===== config.mk =====
export PLATFORM = sky130hd
export DESIGN_NAME = pow2_mac_pe
export DESIGN_NICKNAME = d
export VERILOG_FILES = /design/src/rtl/pow2_mac_pe.sv
export SDC_FILE = /design/constraint.sdc
export NUM_CORES = 1
export LEC_CHECK = 0
export BUFFER_PORTS_ARGS = -buffer_cell sky130_fd_sc_hd__buf_2
export CAP_MARGIN = 15
export CELL_PAD_IN_SITES_DETAIL_PLACEMENT = 1
export CELL_PAD_IN_SITES_GLOBAL_PLACEMENT = 1
export CORE_UTILIZATION = 43
export CTS_CLUSTER_DIAMETER = 50
export CTS_CLUSTER_SIZE = 20
export DETAILED_ROUTE_END_ITERATION = 8
export HOLD_SLACK_MARGIN = 0.1
export PLACE_DENSITY_LB_ADDON = 0.1
export SYNTH_ARGS = -nofsm -noshare
export SYNTH_HDL_FRONTEND = slang
export SYNTH_SLANG_ARGS = --single-unit

===== constraint.sdc =====
create_clock -name CLK -period 5.3 [get_ports CLK]
set_clock_uncertainty 0.1 [all_clocks]
set_input_delay 0.53 -clock CLK [delete_from_list [all_inputs] [get_ports CLK]]
set_output_delay 0.53 -clock CLK [all_outputs]
set_load 0.03 [all_outputs]

===== src/rtl/pow2_mac_pe.sv =====
// pow2_mac_pe: three-stage weight-stationary PE multiplying by a banked power-of-two weight and adding the upstream partial sum
module pow2_mac_pe #(
  parameter int DW = 32,
  parameter int SW = 3,
  parameter int NW = 4,
  parameter int CW = 5
) (
  input  logic                  CLK,
  input  logic                  RSTN,
  input  logic                  clk_ws_enable,
  input  logic                  sat_en,
  input  logic                  w_we,
  input  logic [$clog2(NW)-1:0] w_addr,
  input  logic [SW:0]           w_data,
  input  logic                  in_valid,
  input  logic [DW-1:0]         in_data,
  input  logic [$clog2(NW)-1:0] in_wsel,
  input  logic [CW-1:0]         in_count,
  input  logic [DW-1:0]         psum_in,
  output logic                  fwd_valid,
  output logic [DW-1:0]         fwd_data,
  output logic [CW-1:0]         fwd_count,
  output logic                  fwd_last,
  output logic                  out_valid,
  output logic [DW-1:0]         out_psum,
  output logic                  out_last,
  output logic                  out_sat
);
  localparam int PW = DW + 2**SW;
  localparam int XW = PW + 1;
  logic [SW:0]   bank [NW];
  logic [SW:0]   w0;
  logic          valid1, last1;
  logic [PW-1:0] prod1;
  logic [PW-1:0] mag, prod;
  logic [XW-1:0] sum;
  logic          ovf;
  logic [DW-1:0] satv;
  assign fwd_last = fwd_valid && fwd_count == '0;
  assign mag  = PW'($signed(fwd_data)) << w0[SW-1:0];
  assign prod = w0[SW] ? -mag : mag;
  assign sum  = XW'($signed(prod1)) + XW'($signed(psum_in));
  // result fits DW signed bits only when the bits above the DW sign bit all match it
  assign ovf  = sum[XW-1:DW-1] != '0 && sum[XW-1:DW-1] != '1;
  assign satv = {sum[XW-1], {(DW-1){~sum[XW-1]}}};
  always_ff @(posedge CLK) begin
    if (!RSTN) begin
      for (int i = 0; i < NW; i++) bank[i] <= '0;
      fwd_valid <= 1'b0;
      fwd_data  <= '0;
      fwd_count <= '0;
      w0        <= '0;
      valid1    <= 1'b0;
      prod1     <= '0;
      last1     <= 1'b0;
      out_valid <= 1'b0;
      out_psum  <= '0;
      out_last  <= 1'b0;
      out_sat   <= 1'b0;
    end else if (clk_ws_enable) begin
      if (w_we) bank[w_addr] <= w_data;
      fwd_valid <= in_valid;
      fwd_data  <= in_valid ? in_data : '0;
      fwd_count <= in_valid ? in_count - 1'b1 : '0;
      w0        <= in_valid ? bank[in_wsel] : '0;
      valid1    <= fwd_valid;
      prod1     <= fwd_valid ? prod : '0;
      last1     <= fwd_last;
      out_valid <= valid1;
      out_psum  <= !valid1 ? '0 : (sat_en && ovf) ? satv : sum[DW-1:0];
      out_last  <= valid1 && last1;
      out_sat   <= valid1 && sat_en && ovf;
    end
  end
endmodule

* Yosys cells after proc, flatten, opt, wreduce, memory -nomap -nowiden
Memories as Yosys holds them, arrays and structs flattened. Index checks and enable logic that the tools add are counted.
Word-level totals: RAM bits 16, output and inout bits 74, bits of input ports 83, word-level logic and storage cells 42, register bits 119, memories 1
Memories:
- bank | words 4, width 4, read ports 1, clocked after memory_dff 0, wr ports 4, line 31 | logic [SW:0] bank [NW];
Cells by class: eq/ne operators 1, shifts and indexed selects 1, reduce and logical (&&, ||, !) cells 9, mux-type cells 15, bitwise logic cells 1, add/sub/neg operators 3
Operator list (count):
- 2-to-1 mux 32 bit | 3
- 2-to-1 mux 40 bit | 2
- adder 40 x 32 -> 41 bit | 1
- negation 40 bit | 1
- left shift 40 x 3 -> 40 bit | 1
- != test 10 bit, second input constant | 1
- nonzero test 10 bit | 1
- 2-to-1 mux 4 bit | 2
- logical AND 1 bit | 6
- 2-to-1 mux 1 bit | 6
- zero test 5 bit | 1
- 2-to-1 mux 5 bit | 1
- subtractor 5 x 1 -> 5 bit, second input constant | 1
- OR reduction 4 bit | 1
- 2-to-1 mux 2 bit | 1
- NOT 1 bit | 1

* Logic depth before layout (Yosys ltp)
depth in word-level cells 6, depth in mapped cells 17, mapped depth without buffers 13

* Worst setup path after synthesis
OpenSTA, ideal clock, no wires.
path kind in2reg, from input port psum_in[0], to register out_psum[10], cell stages on the path 13, setup slack 1.289 ns, data required time 5.113 ns, arrival time 3.824 ns, setup time 0.087 ns, buffers on the path 1, path through ha_1 fa_1 a21o_1 a221o_1 a32oi_1 a2111oi_0 nand2b_1 a311oi_2 nand2_1 or4_4 a41o_1 buf_2 a221oi_2
Between the ends: longest elaborated chain between the ends 6, elaborated cells between the ends (all ways) 8, classes of those cells add/sub (1); eq/ne (1); mux (2); bitwise (1); reduce/logical (3)
RTL lines:
- from (decl) | line 19 | input logic [DW-1:0] psum_in,
- adder 40 x 32 -> 41 bit (*) | line 42 | assign sum = XW'($signed(prod1)) + XW'($signed(psum_in));
- != test 10 bit / nonzero test 10 bit (equally long branches) | line 44 | assign ovf = sum[XW-1:DW-1] != '0 && sum[XW-1:DW-1] != '1;
- logical AND 1 bit | line 44
- logical AND 1 bit | line 70 | out_psum <= !valid1 ? '0 : (sat_en && ovf) ? satv : sum[DW-1:0];
- 2-to-1 mux 32 bit (*) (2 in series) | line 70
- to (signal assigned) | line 70
- to (decl) | line 25 | output logic [DW-1:0] out_psum,
Every way passes the cells marked *; elsewhere a longest branch is shown, timed or not. A chain may end at the register's enable or synchronous reset.

* Final worst setup path
from register prod1[4], to register out_psum[9]
Between the ends: longest elaborated chain between the ends 6, elaborated cells between the ends (all ways) 8, classes of those cells add/sub (1); eq/ne (1); mux (2); bitwise (1); reduce/logical (3)
RTL lines:
- from (decl) | line 34 | logic [PW-1:0] prod1;
- from (signal assigned) | line 67 | prod1 <= fwd_valid ? prod : '0;
- adder 40 x 32 -> 41 bit (*) | line 42
- != test 10 bit / nonzero test 10 bit (equally long branches) | line 44
- logical AND 1 bit | line 44
- logical AND 1 bit | line 70
- 2-to-1 mux 32 bit (*) (2 in series) | line 70
Marks and branches as above.

==> run_results.csv <==
group,metric,value,unit
synth,post_synth_main_area_contributors,"sky130_fd_sc_hd__dfxtp_1 (24%), sky130_fd_sc_hd__mux4_2 (6.8%), sky130_fd_sc_hd__nand2_1 (5.9%)",
final_layout,finish.instance_area,11500,um^2
synth,syn_area,9940,um^2
timing,min_period_over_period,0.910,
floorplan,die-area,23700,um^2
placement,numPortBuffers,156,
synth,synthesis.nets,1314,
timing,setup_repair_after_global_routing_missed_its_margin,"no",
job,cap_viol_max_count,0,
floorplan,chipWidth,154,um
run_status,status,"complete, no violations",
hold_path,min_delay_path_depth,3,
floorplan,core_region_area,22600,um^2
power_and_ir_drop,total_leakage_power,4.53,nW
route,wl_per_cell,19.4,um
power_and_ir_drop,ir_worst_vdd,160,uV
power_and_ir_drop,power.density,252,nW/um^2
clock_network,cts_hold_buffers,0,
timing,tightest_slew,1.05,ns
hold_path,worstHoldEndpoint,"fwd_data[27]",
timing,timing.slew.headroom,0.300,
global_route,largest_net_degree_at_the_start_of_global_routing,86,
clock_network,cts_made_buffers,17,
critical_path,endpoint_kind,"flip-flop",
clock_network,clock_tree.root_cell,"sky130_fd_sc_hd__clkbuf_16",
critical_path,crit_path_max_fanout,22,
final_layout,seqCellArea,2870,um^2
synth,register_bit_count_reported_by_yosys,135,
timing,setup_viol,0,
timing,fmaxAchievable,0.207,GHz
final_layout,area_of_the_multi_input_gates,6670,um^2
final_layout,final.fill_count,2732,
timing,finalHoldViolations,0,
global_route,first_global_vias,9317,
power_and_ir_drop,finalPower,2.89,mW
synth,post-synth-top-count-cell,"sky130_fd_sc_hd__nand2_1",
synth,ys_dominant_reg_cell,"sky130_fd_sc_hd__dfxtp_1",
final_layout,layout-drive-gt1-share,0.217,
hold_path,worstHoldPathType,"input pin to flip-flop",
floorplan,floorplan.io_pins,157,
global_route,wire_length_of_the_first_global_routing_pass,50.3,mm
final_layout,antennaDiodeCount,0,
floorplan,start_util,0.439,
timing,final_period_minus_worst_setup_slack,4.82,ns
route,num_vias,9441,
route,route.antenna.remaining_nets,0,
clock_network,cts-htree-levels,4,
critical_path,worstPathRequired,5.54,ns
critical_path,timing.critical_path.cells,"ha_1 -> a21oi_1 -> o211ai_1 -> a211oi_1 -> o21ai_1 -> a311oi_1 -> o22ai_1 -> xnor2_1 -> or4_4 -> a41o_1 -> buf_12 -> a221oi_2",
critical_path,startpoint_type,"flip-flop",
clock_network,post_cts.resized_instances,0,
synth,synth_seq_area_share,0.288,
clock_network,cts.sink_count,135,
critical_path,regToRegStartpoint,"prod1[4]",
global_route,grt_antenna_before_repair,0,
synth,synthesis.yosys.warnings,0,
floorplan,die-height,154,um
clock_network,worst_skew_pair.late_latency,0.43,ns
placement,placed_cell_area,10900,um^2
route,first_pass_iters,5,
synth,postSynth.asyncResetShare,0,
synth,synth_area_per_cell,8.36,um^2
global_route,grtUsageTotal,0.266,
clock_network,cts-root-to-sink-buffers,2,
critical_path,cell_type_of_the_slowest_stage_on_the_worst_timing_path,"sky130_fd_sc_hd__a311oi_1",
critical_path,ff2ff_path_depth,12,
final_layout,area_growth_synth_to_finish,15.4,%
final_layout,finish.net_count,1418,
synth,synth_commonest_cells,"sky130_fd_sc_hd__nand2_1 (157), sky130_fd_sc_hd__dfxtp_1 (119), sky130_fd_sc_hd__nor2_1 (109)",
critical_path,timing.critical_path.arrival,5.06,ns
route,routed_wl,30.8,mm
synth,synth_top_area_cell,"sky130_fd_sc_hd__dfxtp_1",
critical_path,setup.worst_path.class,"flip-flop to flip-flop",
synth,synth_top_area_frac,0.240,
timing,timing.setup.tns,0,ns
floorplan,rows,55,
global_route,grt-ovfl-total,0,
synth,yosys.cell_types.count,80,
timing,finalMaxSlewViolations,0,
route,drt-initial-drc-count,520,
route,drc,0,
clock_network,post-cts-setup-buffer-count,0,
critical_path,critical_path.reg2reg.endpoint,"out_psum[9]",
route,avgViaCountPerCell,5.94,
placement,gp_congestion,0.908,
placement,detailed_place_hpwl,23.3,mm
clock_network,cts.clk_slew.worst_paths,0.07,ns
hold_path,worstHoldStart,"in_data[27]",
synth,synth_enable_flop_cells,16,
clock_network,tritoncts,"yes",
critical_path,setup.reg_to_reg.worst_slack,0.48,ns
synth,postSynthCellCount,1188,
critical_path,critPathMaxStageDelay,0.68,ns
timing,finalHoldWorstSlack,0.226,ns
-- state kept, by name, summed over array words and instances, names as in the netlist --
name,count
prod1,40
fwd_data,32
out_psum,32
bank,16
fwd_count,5
w0,4
fwd_valid,1
last1,1
out_last,1
out_sat,1
out_valid,1
valid1,1
-- cell families (layout without fill, tap and decap cells) --
logic type / after synthesis / count (layout) / share of synthesized area
muxes: 60 / 60 / 0.0987
xor gates and xnor gates: 71 / 71 / 0.0626
and+or+nand+nor: 418 / 418 / 0.196
adders and majority gates: 43 / 43 / 0.0549
DFF: 135 / 135 / 0.288
buffers and inverters: 101 / 218 / 0.0408
AOI/OAI and AO/OA: 360 / 360 / 0.259
-- how the worst max path moves through the flow --
| stage | endpoint | from |
|---|---|---|
| floorplan | out_psum[10] | psum_in[0] |
| detailed placement | out_psum[9] | psum_in[4] |
| finish | out_psum[9] | prod1[4] |
| global placement | out_psum[0] | psum_in[4] |
| global route | out_psum[19] | prod1[4] |
| CTS | out_psum[9] | prod1[4] |
-- layout by cell type (no fill, tap or decap), types with 7 or more instances in the layout --
| master | netlist | routed |
|---|---|---|
| sky130_fd_sc_hd__nand2_1 | 157 | 157 |
| sky130_fd_sc_hd__buf_2 | 15 | 156 |
| sky130_fd_sc_hd__dfxtp_1 | 119 | 116 |
| sky130_fd_sc_hd__nor2_1 | 109 | 109 |
| sky130_fd_sc_hd__a21oi_1 | 104 | 104 |
| sky130_fd_sc_hd__o21ai_0 | 62 | 62 |
| sky130_fd_sc_hd__ha_1 | 42 | 42 |
| sky130_fd_sc_hd__a22oi_1 | 40 | 40 |
| sky130_fd_sc_hd__xnor2_1 | 40 | 40 |
| sky130_fd_sc_hd__and2_1 | 37 | 37 |
| sky130_fd_sc_hd__nor3_1 | 31 | 31 |
| sky130_fd_sc_hd__xor2_1 | 31 | 31 |
| sky130_fd_sc_hd__mux4_2 | 30 | 30 |
| sky130_fd_sc_hd__a221oi_2 | 29 | 29 |
| sky130_fd_sc_hd__mux2i_1 | 26 | 26 |
| sky130_fd_sc_hd__nand3_1 | 24 | 23 |
| sky130_fd_sc_hd__inv_1 | 19 | 18 |
| sky130_fd_sc_hd__clkbuf_16 | 0 | 17 |
| sky130_fd_sc_hd__edfxtp_1 | 16 | 16 |
| sky130_fd_sc_hd__nand4_1 | 14 | 14 |
| sky130_fd_sc_hd__o2bb2ai_1 | 13 | 13 |
| sky130_fd_sc_hd__nand2b_1 | 12 | 12 |
| sky130_fd_sc_hd__a211oi_1 | 12 | 12 |
| sky130_fd_sc_hd__o21ai_1 | 12 | 12 |
| sky130_fd_sc_hd__o21a_1 | 9 | 9 |
| sky130_fd_sc_hd__o211ai_1 | 8 | 8 |
| sky130_fd_sc_hd__a21o_1 | 7 | 7 |
| sky130_fd_sc_hd__buf_4 | 0 | 7 |
-- routing by layer --
layer / part of all wire / up-vias / routed length, um / GRT usage
li1: - / 4632 / - / -
met1: 0.48 / 4487 / 14600 / 0.362
met2: 0.45 / 261 / 13900 / 0.424
met3: 0.043 / 61 / 1340 / 0.0358
met4: 0.030 / 0 / 931 / 0.110
met5: 0 / - / 0 / 0
-- metrics by stage --
stage	instances	setup slack, ns	util
floorplan	1188	1.29	-
global placement	1558	0.159	0.479
detailed placement	1558	0.172	0.479
CTS	1590	0.458	0.506
global route	1590	0.193	0.506
finish	1590	0.478	0.506
-- cell type report --
class | instances | share of cell area
multi-input combinational | 952 | 0.582
sequential | 135 | 0.250
timing repair buffer | 165 | 0.0762
clock buffer | 17 | 0.0371
tap | 285 | 0.0311
clock inverter | 15 | 0.0164
inverter | 21 | 0.00720
-- power breakdown --
group          internal [mW]  leakage [nW]  switching, mW  total [mW]
Clock                  0.751         0.297          0.526        1.28
Combinational          0.195          3.11          0.323       0.518
Sequential              1.06          1.12         0.0341        1.09
Total                   2.01          4.53          0.883        2.89
-- worst max-delay path, delay by kind of cell (launching register included) --
family	cells	cell delay, ns
and+or+nand+nor	1	0.58
buffers and inverters	1	0.27
DFF	1	0.33
adders and majority gates	1	0.37
xor gates and xnor gates	1	0.20
AOI/OAI and AO/OA	8	2.87
No activity file was read; power rests on OpenSTA's default activity.
